$ cat src/rtl/ecap5_dproc_pkg.sv
// Shared ECAP5-DPROC definitions: RV32I opcodes, ALU operations, execution
// unit select, instruction formats and the decode bundle passed to execute.
package ecap5_dproc_pkg;

  localparam int unsigned XLEN   = 32;
  localparam int unsigned REG_AW = 5;

  localparam logic [6:0] OPCODE_LUI      = 7'b0110111;
  localparam logic [6:0] OPCODE_AUIPC    = 7'b0010111;
  localparam logic [6:0] OPCODE_JAL      = 7'b1101111;
  localparam logic [6:0] OPCODE_JALR     = 7'b1100111;
  localparam logic [6:0] OPCODE_BRANCH   = 7'b1100011;
  localparam logic [6:0] OPCODE_LOAD     = 7'b0000011;
  localparam logic [6:0] OPCODE_STORE    = 7'b0100011;
  localparam logic [6:0] OPCODE_OP_IMM   = 7'b0010011;
  localparam logic [6:0] OPCODE_OP       = 7'b0110011;
  localparam logic [6:0] OPCODE_MISC_MEM = 7'b0001111;
  localparam logic [6:0] OPCODE_SYSTEM   = 7'b1110011;

  typedef enum logic [3:0] {
    ALU_ADD  = 4'd0,
    ALU_SUB  = 4'd1,
    ALU_SLL  = 4'd2,
    ALU_SLT  = 4'd3,
    ALU_SLTU = 4'd4,
    ALU_XOR  = 4'd5,
    ALU_SRL  = 4'd6,
    ALU_SRA  = 4'd7,
    ALU_OR   = 4'd8,
    ALU_AND  = 4'd9
  } alu_op_t;

  typedef enum logic [2:0] {
    UNIT_ALU    = 3'd0,
    UNIT_BRANCH = 3'd1,
    UNIT_LOAD   = 3'd2,
    UNIT_STORE  = 3'd3,
    UNIT_SYSTEM = 3'd4,
    UNIT_NONE   = 3'd5
  } unit_t;

  typedef enum logic [2:0] {
    FMT_R = 3'd0,
    FMT_I = 3'd1,
    FMT_S = 3'd2,
    FMT_B = 3'd3,
    FMT_U = 3'd4,
    FMT_J = 3'd5
  } instr_format_t;

  typedef enum logic [1:0] {
    ST_EMPTY = 2'd0,
    ST_FULL  = 2'd1,
    ST_SKID  = 2'd2
  } decm_state_t;

  typedef struct packed {
    logic [XLEN-1:0]   pc;
    logic [REG_AW-1:0] rs1;
    logic [REG_AW-1:0] rs2;
    logic [REG_AW-1:0] rd;
    logic [XLEN-1:0]   imm;
    alu_op_t           alu_op;
    unit_t             unit_sel;
    logic [2:0]        funct3;
    logic              illegal;
  } decm_bundle_t;

  localparam decm_bundle_t BUNDLE_RST = '{
    pc: '0, rs1: '0, rs2: '0, rd: '0, imm: '0,
    alu_op: ALU_ADD, unit_sel: UNIT_NONE, funct3: '0, illegal: 1'b0
  };

  // alt is instr[30] already qualified by the caller (only SUB/SRA use it).
  function automatic alu_op_t alu_op_decode(input logic [2:0] funct3, input logic alt);
    alu_op_t op;
    op = ALU_ADD;
    case (funct3)
      3'b000:  op = alt ? ALU_SUB : ALU_ADD;
      3'b001:  op = ALU_SLL;
      3'b010:  op = ALU_SLT;
      3'b011:  op = ALU_SLTU;
      3'b100:  op = ALU_XOR;
      3'b101:  op = alt ? ALU_SRA : ALU_SRL;
      3'b110:  op = ALU_OR;
      default: op = ALU_AND;
    endcase
    return op;
  endfunction

endpackage

$ cat src/rtl/decm_imm.sv
// Immediate extraction for the decode stage (purely combinational).
// Ports: instr_i - instruction bits [31:7] (opcode bits carry no immediate),
//        fmt_i   - decoded instruction format,
//        imm_o   - sign-extended immediate (0 for R-type).
module decm_imm
  import ecap5_dproc_pkg::*;
(
  input  logic [31:7]      instr_i,
  input  instr_format_t    fmt_i,
  output logic [XLEN-1:0]  imm_o
);

  always_comb begin
    imm_o = '0;
    case (fmt_i)
      FMT_I:   imm_o = {{20{instr_i[31]}}, instr_i[31:20]};
      FMT_S:   imm_o = {{20{instr_i[31]}}, instr_i[31:25], instr_i[11:7]};
      FMT_B:   imm_o = {{19{instr_i[31]}}, instr_i[31], instr_i[7], instr_i[30:25],
                        instr_i[11:8], 1'b0};
      FMT_U:   imm_o = {instr_i[31:12], 12'h000};
      FMT_J:   imm_o = {{11{instr_i[31]}}, instr_i[31], instr_i[19:12], instr_i[20],
                        instr_i[30:21], 1'b0};
      default: imm_o = '0;
    endcase
  end

endmodule

$ cat src/rtl/decm.sv
// ECAP5-DPROC decode stage: decodes one RV32I instruction per transfer and
// presents the registered bundle to execute one cycle later.
// Ports: clk_i/rst_ni (async active-low), jump_i flush, input handshake
//        (input_valid_i/input_ready_o, instr_i, pc_i), output handshake
//        (output_valid_o/output_ready_i) and the decoded fields pc_o, rs1_o,
//        rs2_o, rd_o, imm_o, alu_op_o, unit_o, funct3_o, illegal_o.
// Build option: DECM_SKID_BUFFER_EN adds a second entry so that
//        input_ready_o is a flop with no path from output_ready_i.
module decm
  import ecap5_dproc_pkg::*;
(
  input  logic              clk_i,
  input  logic              rst_ni,
  input  logic              jump_i,
  input  logic              input_valid_i,
  output logic              input_ready_o,
  input  logic [XLEN-1:0]   instr_i,
  input  logic [XLEN-1:0]   pc_i,
  output logic              output_valid_o,
  input  logic              output_ready_i,
  output logic [XLEN-1:0]   pc_o,
  output logic [REG_AW-1:0] rs1_o,
  output logic [REG_AW-1:0] rs2_o,
  output logic [REG_AW-1:0] rd_o,
  output logic [XLEN-1:0]   imm_o,
  output logic [3:0]        alu_op_o,
  output logic [2:0]        unit_o,
  output logic [2:0]        funct3_o,
  output logic              illegal_o
);

  decm_state_t   state_q, state_d;
  decm_bundle_t  out_q, out_d;
  decm_bundle_t  dec_c, bundle_c;
  instr_format_t fmt_c;
  logic [XLEN-1:0] imm_c;
  logic          alt_c;
  logic          in_fire_c, out_fire_c;
`ifdef DECM_SKID_BUFFER_EN
  decm_bundle_t  skid_q, skid_d;
  logic          ready_q, ready_d;
`endif

  // Decode table. Compressed encodings (instr[1:0] != 2'b11) never match a
  // listed opcode, so they land in the illegal default.
  always_comb begin
    dec_c        = BUNDLE_RST;
    fmt_c        = FMT_R;
    alt_c        = 1'b0;
    dec_c.pc     = pc_i;
    dec_c.rs1    = instr_i[19:15];
    dec_c.rs2    = instr_i[24:20];
    dec_c.rd     = instr_i[11:7];
    dec_c.funct3 = instr_i[14:12];
    case (instr_i[6:0])
      OPCODE_OP: begin
        fmt_c          = FMT_R;
        dec_c.unit_sel = UNIT_ALU;
        alt_c          = instr_i[30];
        dec_c.alu_op   = alu_op_decode(instr_i[14:12], alt_c);
        dec_c.illegal  = !((instr_i[31:25] == 7'b0000000) ||
                           ((instr_i[31:25] == 7'b0100000) &&
                            ((instr_i[14:12] == 3'b000) || (instr_i[14:12] == 3'b101))));
      end
      OPCODE_OP_IMM: begin
        fmt_c          = FMT_I;
        dec_c.unit_sel = UNIT_ALU;
        // No SUBI: instr[30] only distinguishes SRAI from SRLI.
        alt_c          = (instr_i[14:12] == 3'b101) && instr_i[30];
        dec_c.alu_op   = alu_op_decode(instr_i[14:12], alt_c);
        dec_c.illegal  = ((instr_i[14:12] == 3'b001) || (instr_i[14:12] == 3'b101)) &&
                         instr_i[25];
      end
      OPCODE_LUI: begin
        fmt_c          = FMT_U;
        dec_c.unit_sel = UNIT_ALU;
        dec_c.rs1      = '0;
      end
      OPCODE_AUIPC: begin
        fmt_c          = FMT_U;
        dec_c.unit_sel = UNIT_ALU;
      end
      OPCODE_JAL: begin
        fmt_c          = FMT_J;
        dec_c.unit_sel = UNIT_BRANCH;
      end
      OPCODE_JALR: begin
        fmt_c          = FMT_I;
        dec_c.unit_sel = UNIT_BRANCH;
      end
      OPCODE_BRANCH: begin
        fmt_c          = FMT_B;
        dec_c.unit_sel = UNIT_BRANCH;
        dec_c.rd       = '0;
      end
      OPCODE_LOAD: begin
        fmt_c          = FMT_I;
        dec_c.unit_sel = UNIT_LOAD;
      end
      OPCODE_STORE: begin
        fmt_c          = FMT_S;
        dec_c.unit_sel = UNIT_STORE;
        dec_c.rd       = '0;
      end
      OPCODE_MISC_MEM, OPCODE_SYSTEM: begin
        fmt_c          = FMT_I;
        dec_c.unit_sel = UNIT_SYSTEM;
      end
      default: dec_c.illegal = 1'b1;
    endcase
    // Illegal encodings carry no write, no immediate and a neutral ALU op.
    if (dec_c.illegal) begin
      fmt_c          = FMT_R;
      dec_c.unit_sel = UNIT_NONE;
      dec_c.rd       = '0;
      dec_c.alu_op   = ALU_ADD;
    end
  end

  decm_imm u_imm (
    .instr_i (instr_i[31:7]),
    .fmt_i   (fmt_c),
    .imm_o   (imm_c)
  );

  // Full bundle as captured on an input transfer.
  always_comb begin
    bundle_c     = dec_c;
    bundle_c.imm = imm_c;
  end

`ifdef DECM_SKID_BUFFER_EN
  assign input_ready_o = ready_q;
`else
  assign input_ready_o = (state_q == ST_EMPTY) || output_ready_i;
`endif
  assign output_valid_o = (state_q != ST_EMPTY);
  assign in_fire_c      = input_valid_i && input_ready_o;
  assign out_fire_c     = output_valid_o && output_ready_i;

  // Handshake next-state; jump_i overrides every other event.
  always_comb begin
    state_d = state_q;
    out_d   = out_q;
`ifdef DECM_SKID_BUFFER_EN
    skid_d  = skid_q;
`endif
    if (jump_i) begin
      state_d = ST_EMPTY;
    end else begin
      case (state_q)
        ST_EMPTY: begin
          if (in_fire_c) begin
            state_d = ST_FULL;
            out_d   = bundle_c;
          end
        end
        ST_FULL: begin
          if (in_fire_c && out_fire_c) begin
            out_d = bundle_c;
`ifdef DECM_SKID_BUFFER_EN
          end else if (in_fire_c) begin
            state_d = ST_SKID;
            skid_d  = bundle_c;
`endif
          end else if (out_fire_c) begin
            state_d = ST_EMPTY;
          end
        end
        ST_SKID: begin
          if (out_fire_c) begin
            state_d = ST_FULL;
`ifdef DECM_SKID_BUFFER_EN
            out_d   = skid_q;
`endif
          end
        end
        default: state_d = ST_EMPTY;
      endcase
    end
`ifdef DECM_SKID_BUFFER_EN
    ready_d = (state_d != ST_SKID);
`endif
  end

  always_ff @(posedge clk_i or negedge rst_ni) begin
    if (!rst_ni) begin
      state_q <= ST_EMPTY;
      out_q   <= BUNDLE_RST;
`ifdef DECM_SKID_BUFFER_EN
      skid_q  <= BUNDLE_RST;
      ready_q <= 1'b1;
`endif
    end else begin
      state_q <= state_d;
      out_q   <= out_d;
`ifdef DECM_SKID_BUFFER_EN
      skid_q  <= skid_d;
      ready_q <= ready_d;
`endif
    end
  end

  assign pc_o      = out_q.pc;
  assign rs1_o     = out_q.rs1;
  assign rs2_o     = out_q.rs2;
  assign rd_o      = out_q.rd;
  assign imm_o     = out_q.imm;
  assign alu_op_o  = out_q.alu_op;
  assign unit_o    = out_q.unit_sel;
  assign funct3_o  = out_q.funct3;
  assign illegal_o = out_q.illegal;

endmodule
$ cat config.mk
export PLATFORM = sky130hd
export DESIGN_NAME = decm
export DESIGN_NICKNAME = d
export VERILOG_FILES = /design/src/rtl/ecap5_dproc_pkg.sv /design/src/rtl/decm_imm.sv /design/src/rtl/decm.sv
export SDC_FILE = /design/constraint.sdc
export NUM_CORES = 1
export LEC_CHECK = 0
export ABC_AREA = 1
export CAP_MARGIN = 20
export CELL_PAD_IN_SITES_DETAIL_PLACEMENT = 1
export CELL_PAD_IN_SITES_GLOBAL_PLACEMENT = 1
export CORE_MARGIN = 2
export CORE_UTILIZATION = 31
export CTS_CLUSTER_SIZE = 40
export DETAILED_ROUTE_END_ITERATION = 7
export PLACE_DENSITY_LB_ADDON = 0.1
export SYNTH_ARGS = -nofsm -noshare
export SYNTH_HDL_FRONTEND = slang
export SYNTH_SLANG_ARGS = --single-unit
$ cat constraint.sdc
create_clock -name clk_i -period 1.74 [get_ports clk_i]
set_input_delay 0.348 -clock clk_i [delete_from_list [all_inputs] [get_ports clk_i]]
set_output_delay 0.348 -clock clk_i [all_outputs]
set_load 0.1 [all_outputs]
==> flow_summary.toml <==
[run_status]
status = "finished clean"

[pwr]
ir_drop_v = 0.000555
total_power_mw = 7.21
leakagePower_nw = 3.92
p_per_area_nw_per_um2 = 929

[clock_network]
numCtsBuffers = 9
cts_tree = "done"
htreeDepth = 3
clock_tree.buffer_depth = 2
clk_latency_ps = 340
cts.sinks = 91
path_clk_slew_ps = 60
cts_root_buffer = "clkbuf_16"

[grt]
track_usage_pct = 22.3
grt_start_max_net_pins = 39
grt_pass1_vias = 4852
antenna_found_initial = 1
grt_pass1_wl_um = 25200
overflow = 0

[yosys]
netlist_instances = 504
syn_area_per_cell_um2 = 8.22
ys_types = 31
ys_seq_area_share_pct = 55.0
synth-simple-area-share_pct = 35.6
async_reset_ff_share_pct = 100
yosys_most_used_dff = "dfrtp_1"
synthMuxAreaShare_pct = 0
yosysWarningCount = 0
synth_edf_count = 0
synth-compound-area-share_pct = 5.19
syn-num-nets = 573
synth_xor_area_share_pct = 0
synth_seq_cells = 91
syn_area_um2 = 4140
synthAdderAreaFrac_pct = 0
synth_top_family_by_area = "simple AND/OR/NAND/NOR gates"

[placement]
dp_hpwl_um = 11600
portBuffers = 160
globalplace.congestion = 0.851
place_ws_ps = -580

[setup_path]
crit_path_start_kind = "primary input"
crit_chain = "clkdlybuf4s50_1 -> inv_1 -> nand2_8 -> buf_4 -> buf_12"
cp.arrival_ps = 1320
cp_slowest_cell = "clkdlybuf4s50_1"
cp.required_ps = 1390
crit_type = "primary input to output port"
cp_top_family = "buffers and inverters"
worst_path_largest_cell_delay_ps = 500
worst-path-buf-inv = 4
worstSetupEndpointType = "output port"
cp_max_fo = 2

[sta]
worst_pin_slew_ps = 339
setup_viol_count_final = 0
final_hold_viol_count = 0
finalCritPeriodShare_pct = 95.6
maxSlewHeadroom_pct = 77.4
finalClockSkew_ps = 5.74
max_freq_mhz = 601
worst_slack_ps = 76.0
fin_setup_tns_ps = 0
drv_slew = 0
period_needed_ps = 1660

[cells_and_area]
nets = 790
final_common_cell = "nand2_1"
layout_common_cells = "nand2_1 (235), buf_12 (99), dfrtp_1 (88)"
syn_to_final_growth_pct = 87.2
final_util_pct = 59.0
fill_cells = 1455
drive_gt1_share_pct = 33.2

[floorplanning]
start_util_pct = 31.5
ios = 161
row_count = 42
die_x_um = 120
die_area_um2 = 14300
die_h_um = 120
core_region_area_um2 = 13100

[routing]
avgRoutedWirePerCell_um = 17.1
viasPerCell = 4.68
drc_errors = 0
drt-initial-drc-count = 141
vias = 4223
postRouteAntennaNets = 0
first_pass_iters = 4
routed_wl_um = 15400

[run]
maxCapViolations = 0

[worst_hold_path]
hold_path.class = "primary input to register"
-- final timing paths --
kind / startpoint / to / slack, ps / depth (start not counted)
hold reg to reg: pc_o[3]$_DFFE_PN0P_ / pc_o[3]$_DFFE_PN0P_ / 540 / 2
setup reg to reg: state_q[0]$_DFFE_PN0P_ / imm_o[24]$_DFFE_PN0P_ / 220 / 8
min in group asynchronous: rst_ni / state_q[0]$_DFFE_PN0P_ / 470 / 2
max in group asynchronous: rst_ni / imm_o[12]$_DFFE_PN0P_ / 710 / 3
hold / removal: instr_i[13] / alu_op_o[3]$_DFFE_PN0P_ / 390 / 3
setup / recovery: output_ready_i / input_ready_o / 80 / 5
-- flip-flops by register name, indices dropped and copies added, names as in the netlist, 3 cells and up --
register  flops
rs2_o         5
imm_o        32
funct3_o      3
unit_o        3
rd_o          5
alu_op_o      4
pc_o         32
rs1_o         5
-- through the flow --
stage | cell area (um^2) | hold WS [ps] | cells
detailed placement | 7370 | 277 | 881
floorplan | 4210 | 52.4 | 504
finish | 7760 | 391 | 903
CTS | 7770 | 447 | 902
global placement | 7370 | 268 | 881
global route | 7750 | 426 | 902
-- routing by layer --
metal,GRT usage [%],wire length [um]
met4,8.24,303
met2,40.7,8190
met5,0,0
met1,25.1,6070
met3,5.42,865
-- final cells by class --
type	count	area, um^2	share of cell area [%]
well taps	176	220	2.84
clock buffers	10	239	3.08
flip-flops and latches	91	2280	29.4
inverters	23	86.3	1.11
repair buffers	225	3060	39.4
clock inverters	6	63.8	0.823
diodes	1	2.50	0.0323
multi-input cells	371	1800	23.2
-- synthesized netlist by cell type (3+ instances only) --
cell,instances,area [um^2]
nor3_1,3,15.0
o21ai_0,22,110
nand2_2,7,43.8
nand2_1,244,916
nand3_2,10,100
a21oi_1,10,50.1
inv_2,6,22.5
dfrtp_1,89,2230
nor2_1,18,67.6
nor2_2,3,18.8
buf_2,5,25.0
nand3_4,3,52.6
inv_1,17,63.8
nand3_1,34,170
clkbuf_1,14,52.6
-- power by group --
part	internal (mW)	switching, mW	total (mW)
sequential	2.29	0.199	2.49
clock	1.16	0.858	2.01
combinational	0.965	1.74	2.70
-- what timing repair did --
item / in CTS / in global routing
pin swaps: 12 / 10
resized for setup: 35 / 20
buffers inserted: 3 / 0
endpoints found under the hold margin: 18 / 0
setup endpoints to repair: 43 / 42
hold buffers: 1 / 0
cloned: 1 / 0
-- cell families (layout without fill, tap and decap cells) --
family / count (synthesis) / count (layout)
flops: 91 / 91
compound gates: 39 / 39
other cells: 0 / 1
simple gates: 331 / 332
buf+inv: 43 / 264
-- worst min-delay path, cell delays in order --
cell	delay (ps)
clkbuf_2	140
nand2_1	110
o21ai_0	90
(Power assumes the default switching activity.)
